$ cat config.mk
export PLATFORM = sky130hd
export DESIGN_NAME = mult_div_unit
export DESIGN_NICKNAME = d
export VERILOG_FILES = /design/src/rtl/mult_div_unit.sv
export SDC_FILE = /design/constraint.sdc
export NUM_CORES = 1
export LEC_CHECK = 0
export CELL_PAD_IN_SITES_DETAIL_PLACEMENT = 1
export CELL_PAD_IN_SITES_GLOBAL_PLACEMENT = 2
export CORE_UTILIZATION = 35
export DETAILED_ROUTE_END_ITERATION = 10
export GPL_ROUTABILITY_DRIVEN = 0
export PLACE_DENSITY_LB_ADDON = 0.1
export SYNTH_ARGS = -nofsm -noshare
export SYNTH_HDL_FRONTEND = slang
export SYNTH_SLANG_ARGS = --single-unit
$ cat constraint.sdc
create_clock -name clk -period 6.73 [get_ports clk]
set_clock_uncertainty 0.2 [all_clocks]
set_input_delay 1.0095 -clock clk [delete_from_list [all_inputs] [get_ports clk]]
set_output_delay 1.0095 -clock clk [all_outputs]
set_load 0.01 [all_outputs]
$ cat src/rtl/mult_div_unit.sv
// Iterative 32-bit multiply/divide unit with HI/LO result registers.
// Every operation takes exactly 32 RUN cycles, one bit per cycle.
module mult_div_unit (
    input  logic        clk,
    input  logic        reset,
    input  logic        start,
    input  logic [1:0]  op,
    input  logic [31:0] rs_data,
    input  logic [31:0] rt_data,
    input  logic        hilo_we,
    input  logic        hilo_sel,
    input  logic [31:0] hilo_wdata,
    output logic        busy,
    output logic        done,
    output logic [31:0] hi,
    output logic [31:0] lo
);

    typedef enum logic [1:0] {
        IDLE,
        RUN,
        DONE
    } state_t;

    state_t      state;
    state_t      state_nxt;
    logic [4:0]  cnt;
    logic        is_div_q;
    logic        neg_q;
    logic        neg_r;
    logic        div_zero;
    logic [31:0] m_q;
    logic [31:0] rs_q;
    logic [63:0] acc;

    logic        accept;
    logic        finish;
    logic        signed_op;
    logic        a_neg;
    logic        b_neg;
    logic [31:0] a_abs;
    logic [31:0] b_abs;

    logic [32:0] msum;
    logic [63:0] mul_nxt;
    logic [32:0] dshift;
    logic [32:0] dsub;
    logic        ge;
    logic [31:0] rnew;
    logic [63:0] div_nxt;
    logic [63:0] acc_nxt;

    logic [63:0] prod;
    logic [31:0] quo;
    logic [31:0] rem;
    logic [31:0] res_hi;
    logic [31:0] res_lo;

    assign accept    = (state == IDLE) && start;
    assign finish    = (state == RUN) && (cnt == 5'd31);
    assign busy      = (state == RUN);
    assign done      = (state == DONE);

    assign signed_op = ~op[0];
    assign a_neg     = signed_op & rs_data[31];
    assign b_neg     = signed_op & rt_data[31];
    assign a_abs     = a_neg ? (32'd0 - rs_data) : rs_data;
    assign b_abs     = b_neg ? (32'd0 - rt_data) : rt_data;

    // Shift-add: acc = {partial product, remaining multiplier bits}
    assign msum    = {1'b0, acc[63:32]} + (acc[0] ? {1'b0, m_q} : 33'd0);
    assign mul_nxt = {msum, acc[31:1]};

    // Restoring divide: acc = {remainder, dividend/quotient bits}
    assign dshift  = {acc[63:32], acc[31]};
    assign dsub    = dshift - {1'b0, m_q};
    assign ge      = (dshift >= {1'b0, m_q});
    assign rnew    = ge ? dsub[31:0] : dshift[31:0];
    assign div_nxt = {rnew, acc[30:0], ge};

    assign acc_nxt = is_div_q ? div_nxt : mul_nxt;

    assign prod = neg_q ? (64'd0 - acc_nxt) : acc_nxt;
    assign quo  = neg_q ? (32'd0 - acc_nxt[31:0]) : acc_nxt[31:0];
    assign rem  = neg_r ? (32'd0 - acc_nxt[63:32]) : acc_nxt[63:32];

    always_comb begin
        res_hi = prod[63:32];
        res_lo = prod[31:0];
        if (is_div_q) begin
            if (div_zero) begin
                res_hi = rs_q;
                res_lo = 32'hFFFF_FFFF;
            end else begin
                res_hi = rem;
                res_lo = quo;
            end
        end
    end

    always_comb begin
        state_nxt = state;
        unique case (state)
            IDLE:    if (start) state_nxt = RUN;
            RUN:     if (cnt == 5'd31) state_nxt = DONE;
            DONE:    state_nxt = IDLE;
            default: state_nxt = IDLE;
        endcase
    end

    always_ff @(posedge clk or negedge reset) begin
        if (!reset) begin
            state <= IDLE;
        end else begin
            state <= state_nxt;
        end
    end

    always_ff @(posedge clk or negedge reset) begin
        if (!reset) begin
            cnt      <= 5'd0;
            is_div_q <= 1'b0;
            neg_q    <= 1'b0;
            neg_r    <= 1'b0;
            div_zero <= 1'b0;
            m_q      <= 32'd0;
            rs_q     <= 32'd0;
            acc      <= 64'd0;
        end else if (accept) begin
            cnt      <= 5'd0;
            is_div_q <= op[1];
            neg_q    <= a_neg ^ b_neg;
            neg_r    <= a_neg;
            div_zero <= (rt_data == 32'd0);
            rs_q     <= rs_data;
            if (op[1]) begin
                m_q <= b_abs;
                acc <= {32'd0, a_abs};
            end else begin
                m_q <= a_abs;
                acc <= {32'd0, b_abs};
            end
        end else if (state == RUN) begin
            cnt <= cnt + 5'd1;
            acc <= acc_nxt;
        end
    end

    // Commit happens only on a RUN edge, so it never collides with hilo_we
    always_ff @(posedge clk or negedge reset) begin
        if (!reset) begin
            hi <= 32'd0;
            lo <= 32'd0;
        end else if (finish) begin
            hi <= res_hi;
            lo <= res_lo;
        end else if (hilo_we && (state != RUN)) begin
            if (hilo_sel) begin
                hi <= hilo_wdata;
            end else begin
                lo <= hilo_wdata;
            end
        end
    end

endmodule
Word level (Yosys, flattened, before mapping)
Cells that the tools add are included.
{"block": "totals", "out_inout_bits": 66, "input_bits": 103, "ff_bits": 203, "elab_cells": 69}
{"block": "classes", "reduce_logical": 11, "eq_ne": 7, "n_bitwise": 4, "order_cmp": 1, "add_sub_neg": 8, "muxes": 27}
{"operator": "2-to-1 mux 32 bit", "count": 18}
{"operator": "2-to-1 mux 64 bit", "count": 4}
{"operator": "subtractor 1 x 32 -> 32 bit (first input constant)", "count": 4}
{"operator": "subtractor 1 x 64 -> 64 bit (first input constant)", "count": 1}
{"operator": "adder 32 x 32 -> 33 bit", "count": 1}
{"operator": "greater-or-equal comparator 33 x 32 -> 1 bit", "count": 1}
{"operator": "logical NOT 32 bit", "count": 1}
{"operator": "subtractor 32 bit", "count": 1}
{"operator": "2-to-1 mux 5 bit", "count": 2}
{"operator": "inequality test 2 x 1 -> 1 bit (second input constant)", "count": 3}
{"operator": "AND reduction 2 bit", "count": 3}
{"operator": "nonzero test 2 bit", "count": 3}
{"operator": "adder 5 x 1 -> 5 bit (second input constant)", "count": 1}
{"operator": "equality test 5 bit (second input constant)", "count": 1}
{"operator": "2-to-1 mux 2 bit", "count": 2}
{"operator": "one-hot mux 2 bit (2 select lines)", "count": 1}
{"operator": "logical AND 1 bit", "count": 3}
{"operator": "AND 1 bit", "count": 2}
{"operator": "equality test 2 x 1 -> 1 bit (second input constant)", "count": 1}
{"operator": "equality test 2 bit (second input constant)", "count": 1}
{"operator": "logical NOT 2 bit", "count": 1}
{"operator": "inequality test 2 bit (second input constant)", "count": 1}
{"operator": "NOT 1 bit", "count": 1}
{"operator": "bitwise XOR 1 bit", "count": 1}

Depth between registers and ports, before layout
{"block": "logic_depth", "word_depth": 8, "ltp_mapped": 23, "ltp_nobuf": 21}

Least setup slack after synthesis
OpenSTA, ideal clock, no wires.
{"block": "synth_timing", "path_kind": "flip-flop to flip-flop", "start": "register acc[37]", "end": "register hi[30]", "arrival_ps": 4730, "path_stages_with_launch": 21, "setup_time_ps": 141, "n_path_buf": 1, "slack_ps": 1658, "synth_period_minus_slack_ps": 5072, "required_ps": 6389, "cell_sequence": "dfrtp_1 ha_1 a211oi_2 o21bai_1 a22o_1 a21oi_1 o211ai_1 o21ai_0 ha_1 o21ai_0 nor2_1 nand3_1 or3_1 or4_1 clkbuf_1 or2_2 nor2_1 nand3_1 o41ai_1 xnor2_1 o221ai_1"}
{"block": "synth_via", "elab_chain_len": 8, "word_cells_on_any_way": 12, "classes_between": "add/sub (4); order compare (1); mux (7)"}
{"item": "from (decl)", "line": "34", "text": "logic [63:0] acc;"}
{"item": "from (signal assigned)", "line": "138", "text": "acc <= {32'd0, a_abs};"}
{"item": "from (signal assigned)", "line": "141", "text": "acc <= {32'd0, b_abs};"}
{"item": "from (signal assigned)", "line": "145", "text": "acc <= acc_nxt;"}
{"item": "subtractor 32 bit or greater-or-equal comparator 33 x 32 -> 1 bit (tied branches)", "line": "76, 77"}
{"item": "2-to-1 mux 32 bit", "line": "78", "text": "assign rnew = ge ? dsub[31:0] : dshift[31:0];"}
{"item": "2-to-1 mux 64 bit *", "line": "81", "text": "assign acc_nxt = is_div_q ? div_nxt : mul_nxt;"}
{"item": "subtractor 1 x 32 -> 32 bit", "line": "85", "text": "assign rem = neg_r ? (32'd0 - acc_nxt[63:32]) : acc_nxt[63:32];"}
{"item": "2-to-1 mux 32 bit", "line": "85"}
{"item": "2-to-1 mux 32 bit", "line": "91", "text": "if (div_zero) begin"}
{"item": "2-to-1 mux 32 bit *", "line": "90", "text": "if (is_div_q) begin"}
{"item": "2-to-1 mux 32 bit *", "line": "154", "text": "end else if (finish) begin"}
{"item": "to (signal assigned)", "line": "155", "text": "hi <= res_hi;"}
{"item": "to (signal assigned)", "line": "159", "text": "hi <= hilo_wdata;"}
{"item": "to (decl)", "line": "15", "text": "output logic [31:0] hi,"}
Every way passes the cells marked *; elsewhere a longest branch is shown, timed or not.
A chain may end at the register's enable or synchronous reset.

Worst setup path in the final report
{"block": "layout_timing", "start": "register acc[61]", "end": "register hi[30]"}
Same word-level chain as after synthesis.

==> results.cfg <==
[timing]
final_max_slew_viol_count = 0
min_period_over_period = 0.894
setup-tns-final_ns = 0
tightest_slew_ns = 1.20
fmax_mhz = 166
maxSlewHeadroom = 0.181
rsz0062_at_grt = no
report.final.hold_viol_count = 0
setup_violations = 0
fin_crit_ns = 6.02
hold_ws_ns = 0.195

[die]
die_height_um = 228
placementRows = 82
io_pins = 169
coreArea_um2 = 50300
die_w_um = 228
die_area_um2 = 52000
start_util = 0.356

[logic_synthesis]
yosysMostFrequentCell = nand2_1
synthFlopType = dfrtp_1
synth-seq-area-share = 0.284
yosysUniqueCellTypes = 95
syn_inst = 2370
ys_async_sr_fraction = 1.00
syn_nets = 2545
synth_top_area_frac = 0.284
synth.avg_cell_area_um2 = 7.54
ys_ff_latch = 203
synth_area_leaders = dfrtp_1 28%, nand2_1 8.3%, o21ai_0 6.9%
yosys.area.top_type = dfrtp_1
synth_edf_count = 0
yosys_warnings = 0
synthTopCellsByCount = 397 x nand2_1, 245 x o21ai_0, 203 x dfrtp_1
netlist_area_um2 = 17900

[job]
drv_cap = 0

[finish]
layout-drive-gt1-share = 0.0731
finalInstanceArea_um2 = 21500
fin_nets = 2688
n_fill_cell = 6177
area_growth_pct = 20.1
final_cells = 3206

[placement]
io_buffers = 168
post-place-cells = 3156
detailed_place_hpwl_um = 67400
dpl_cell_area_um2 = 20500

[power]
combPwrFrac = 0.724
p_sw_w = 0.00788
switching_share = 0.545
peakVddDrop_v = 0.000267
powerDensity_nw_per_um2 = 673
p_int_w = 0.00658
p_leak_nw = 8.79
pwr-share-clk = 0.108
power_frac_seq = 0.168

[worst_setup_path]
path_cells = ha_1 > a21o_1 > a211oi_1 > o31a_1 > o221a_2 > o211ai_1 > o21ai_0 > ha_1 > o21ai_0 > nor2_1 > nand3_1 > or3_1 > or4_1 > buf_4 > or2_2 > nor2_1 > nand3_1 > buf_4 > o41ai_1 > xnor2_1 > o221ai_1
cp-start-kind = flip-flop
path_max_fanout = 9
worst-endpoint-arrival_ns = 6.26
crit_slowest_cell = or3_1
cpPeakStageDelay_ns = 0.49
critPathBufInv = 2
worst_path_dominant_cell_family = compound AO/OA/AOI/OAI gates
cp.required_ns = 6.97
end_kind = flip-flop
critPathKind = reg2reg

[routing]
top_layer_used = met5
vias = 19100
first_pass_iters = 5
dr_wl_met3_um = 5390
wl_per_cell_um = 26.6
drc_errors = 0
drtAntennaViolNets = 0
vias_per_cell = 5.97
drtIter0Drc = 1506
route.met2.wl_um = 37500
finalWirelength_um = 85300
wl_met1_um = 40200

[cts]
cts_resized = 0
cts_sinks = 203
clockBufferDepth = 3
cts-buffers-inserted = 27
postCtsHoldBufs = 0
clkLatencyLatePin_ns = 0.58
path_clk_slew_ns = 0.07
post_cts_buffers = 0
htreeDepth = 1
cts_tree = built
clockRootBuffer = clkbuf_16

[grt]
grt_pass1_vias = 19000
overflow = 0
grt_max_degree = 112
grt_antenna_before_repair = 3
grt_pass1_wl_um = 128000
grt_usage = 0.323

[worst_hold_path]
hold_class = in2async

[status]
status = completed
-- per-layer routing --
layer	vias up	global-route usage
met5	-	0
met4	2	0.0805
met3	90	0.0445
met2	647	0.499
met1	9578	0.471
li1	8815	-
-- power groups by stage --
stage / sequential [W] / combinational, W / clock, W
after floorplan: 0.00226 / 0.00634 / 0
after global placement: 0.00239 / 0.0101 / 0
after detailed placement: 0.00243 / 0.0102 / 0
after CTS: 0.00241 / 0.0103 / 0.00158
after global routing: 0.00250 / 0.0112 / 0.00163
final: 0.00243 / 0.0105 / 0.00156
-- kinds of logic (layout without fill, tap and decap cells) --
group	Yosys count	in the layout	share of synthesized area
flops	203	203	0.284
buf+inv	223	385	0.0487
other cells	0	2	0
compound gates	746	746	0.265
mux	56	56	0.0316
simple gates	884	884	0.228
fa+ha+maj	72	72	0.0512
xor+xnor	186	186	0.0912
-- layout make-up --
type / instances / area [µm²] / share of cell area
multi-input cells: 1944 / 12000 / 0.557
flip-flops and latches: 203 / 5080 / 0.237
repair buffers: 257 / 2350 / 0.110
well taps: 672 / 841 / 0.0392
clock buffers: 38 / 777 / 0.0362
inverters: 80 / 300 / 0.0140
clock inverters: 10 / 156 / 0.00728
diodes: 2 / 5.00 / 0.000233
-- sequential cells by signal, summed over array words and instances, names as in the netlist --
signal / flops
hi: 32
cnt: 5
state: 2
acc: 64
lo: 32
neg_r: 1
neg_q: 1
is_div_q: 1
m_q: 32
div_zero: 1
rs_q: 32
-- path summary, 6_finish.rpt --
check	from	end	slack [ns]	cells past startpoint
max	acc[61]$_DFFE_PN0P_	hi[30]$_DFFE_PN0P_	0.71	21
min	reset	acc[58]$_DFFE_PN0P_	0.20	1
max reg2reg	acc[61]$_DFFE_PN0P_	hi[30]$_DFFE_PN0P_	0.71	21
min reg2reg	cnt[3]$_DFFE_PN0P_	cnt[3]$_DFFE_PN0P_	0.28	1
max in group asynchronous	reset	is_div_q$_DFFE_PN0P_	4.65	2
min in group clk	cnt[3]$_DFFE_PN0P_	cnt[3]$_DFFE_PN0P_	0.28	1
-- worst register-to-register path, stage by stage, from the launching register on --
cell and delay, ns:
dfrtp_1 0.43, ha_1 0.35, a21o_1 0.18, a211oi_1 0.42, o31a_1 0.33, o221a_2 0.27, o211ai_1 0.19, o21ai_0 0.21
ha_1 0.27, o21ai_0 0.11, nor2_1 0.14, nand3_1 0.11, or3_1 0.49, or4_1 0.45, buf_4 0.19, or2_2 0.32
nor2_1 0.18, nand3_1 0.10, buf_4 0.15, o41ai_1 0.48, xnor2_1 0.18, o221ai_1 0.13
-- placed cells by master (no fill, tap or decap), types with 27 or more instances in the layout --
| cell type | netlist | final |
|---|---|---|
| nand4_1 | 27 | 27 |
| nor2_1 | 171 | 171 |
| a21oi_1 | 153 | 153 |
| nor3_1 | 48 | 48 |
| buf_4 | 2 | 90 |
| dfrtp_1 | 203 | 202 |
| and2_1 | 40 | 39 |
| clkdlybuf4s50_1 | 0 | 166 |
| clkbuf_16 | 0 | 27 |
| xnor2_1 | 91 | 91 |
| o21ai_0 | 245 | 245 |
| mux2i_1 | 53 | 53 |
| nand2_1 | 397 | 396 |
| inv_1 | 77 | 77 |
| xor2_1 | 95 | 95 |
| ha_1 | 70 | 70 |
| o22ai_1 | 45 | 45 |
| nand3_1 | 74 | 74 |
| o211ai_1 | 50 | 50 |
-- metrics by stage --
stage | setup slack [ns] | utilization | power [W]
after floorplan | 1.66 | - | 0.00860
after global placement | 0.922 | 0.408 | 0.0125
after detailed placement | 0.758 | 0.408 | 0.0127
after CTS | 0.727 | 0.427 | 0.0143
after global routing | 0.375 | 0.427 | 0.0154
final | 0.712 | 0.427 | 0.0145
Power figures use the tool's default switching activity.
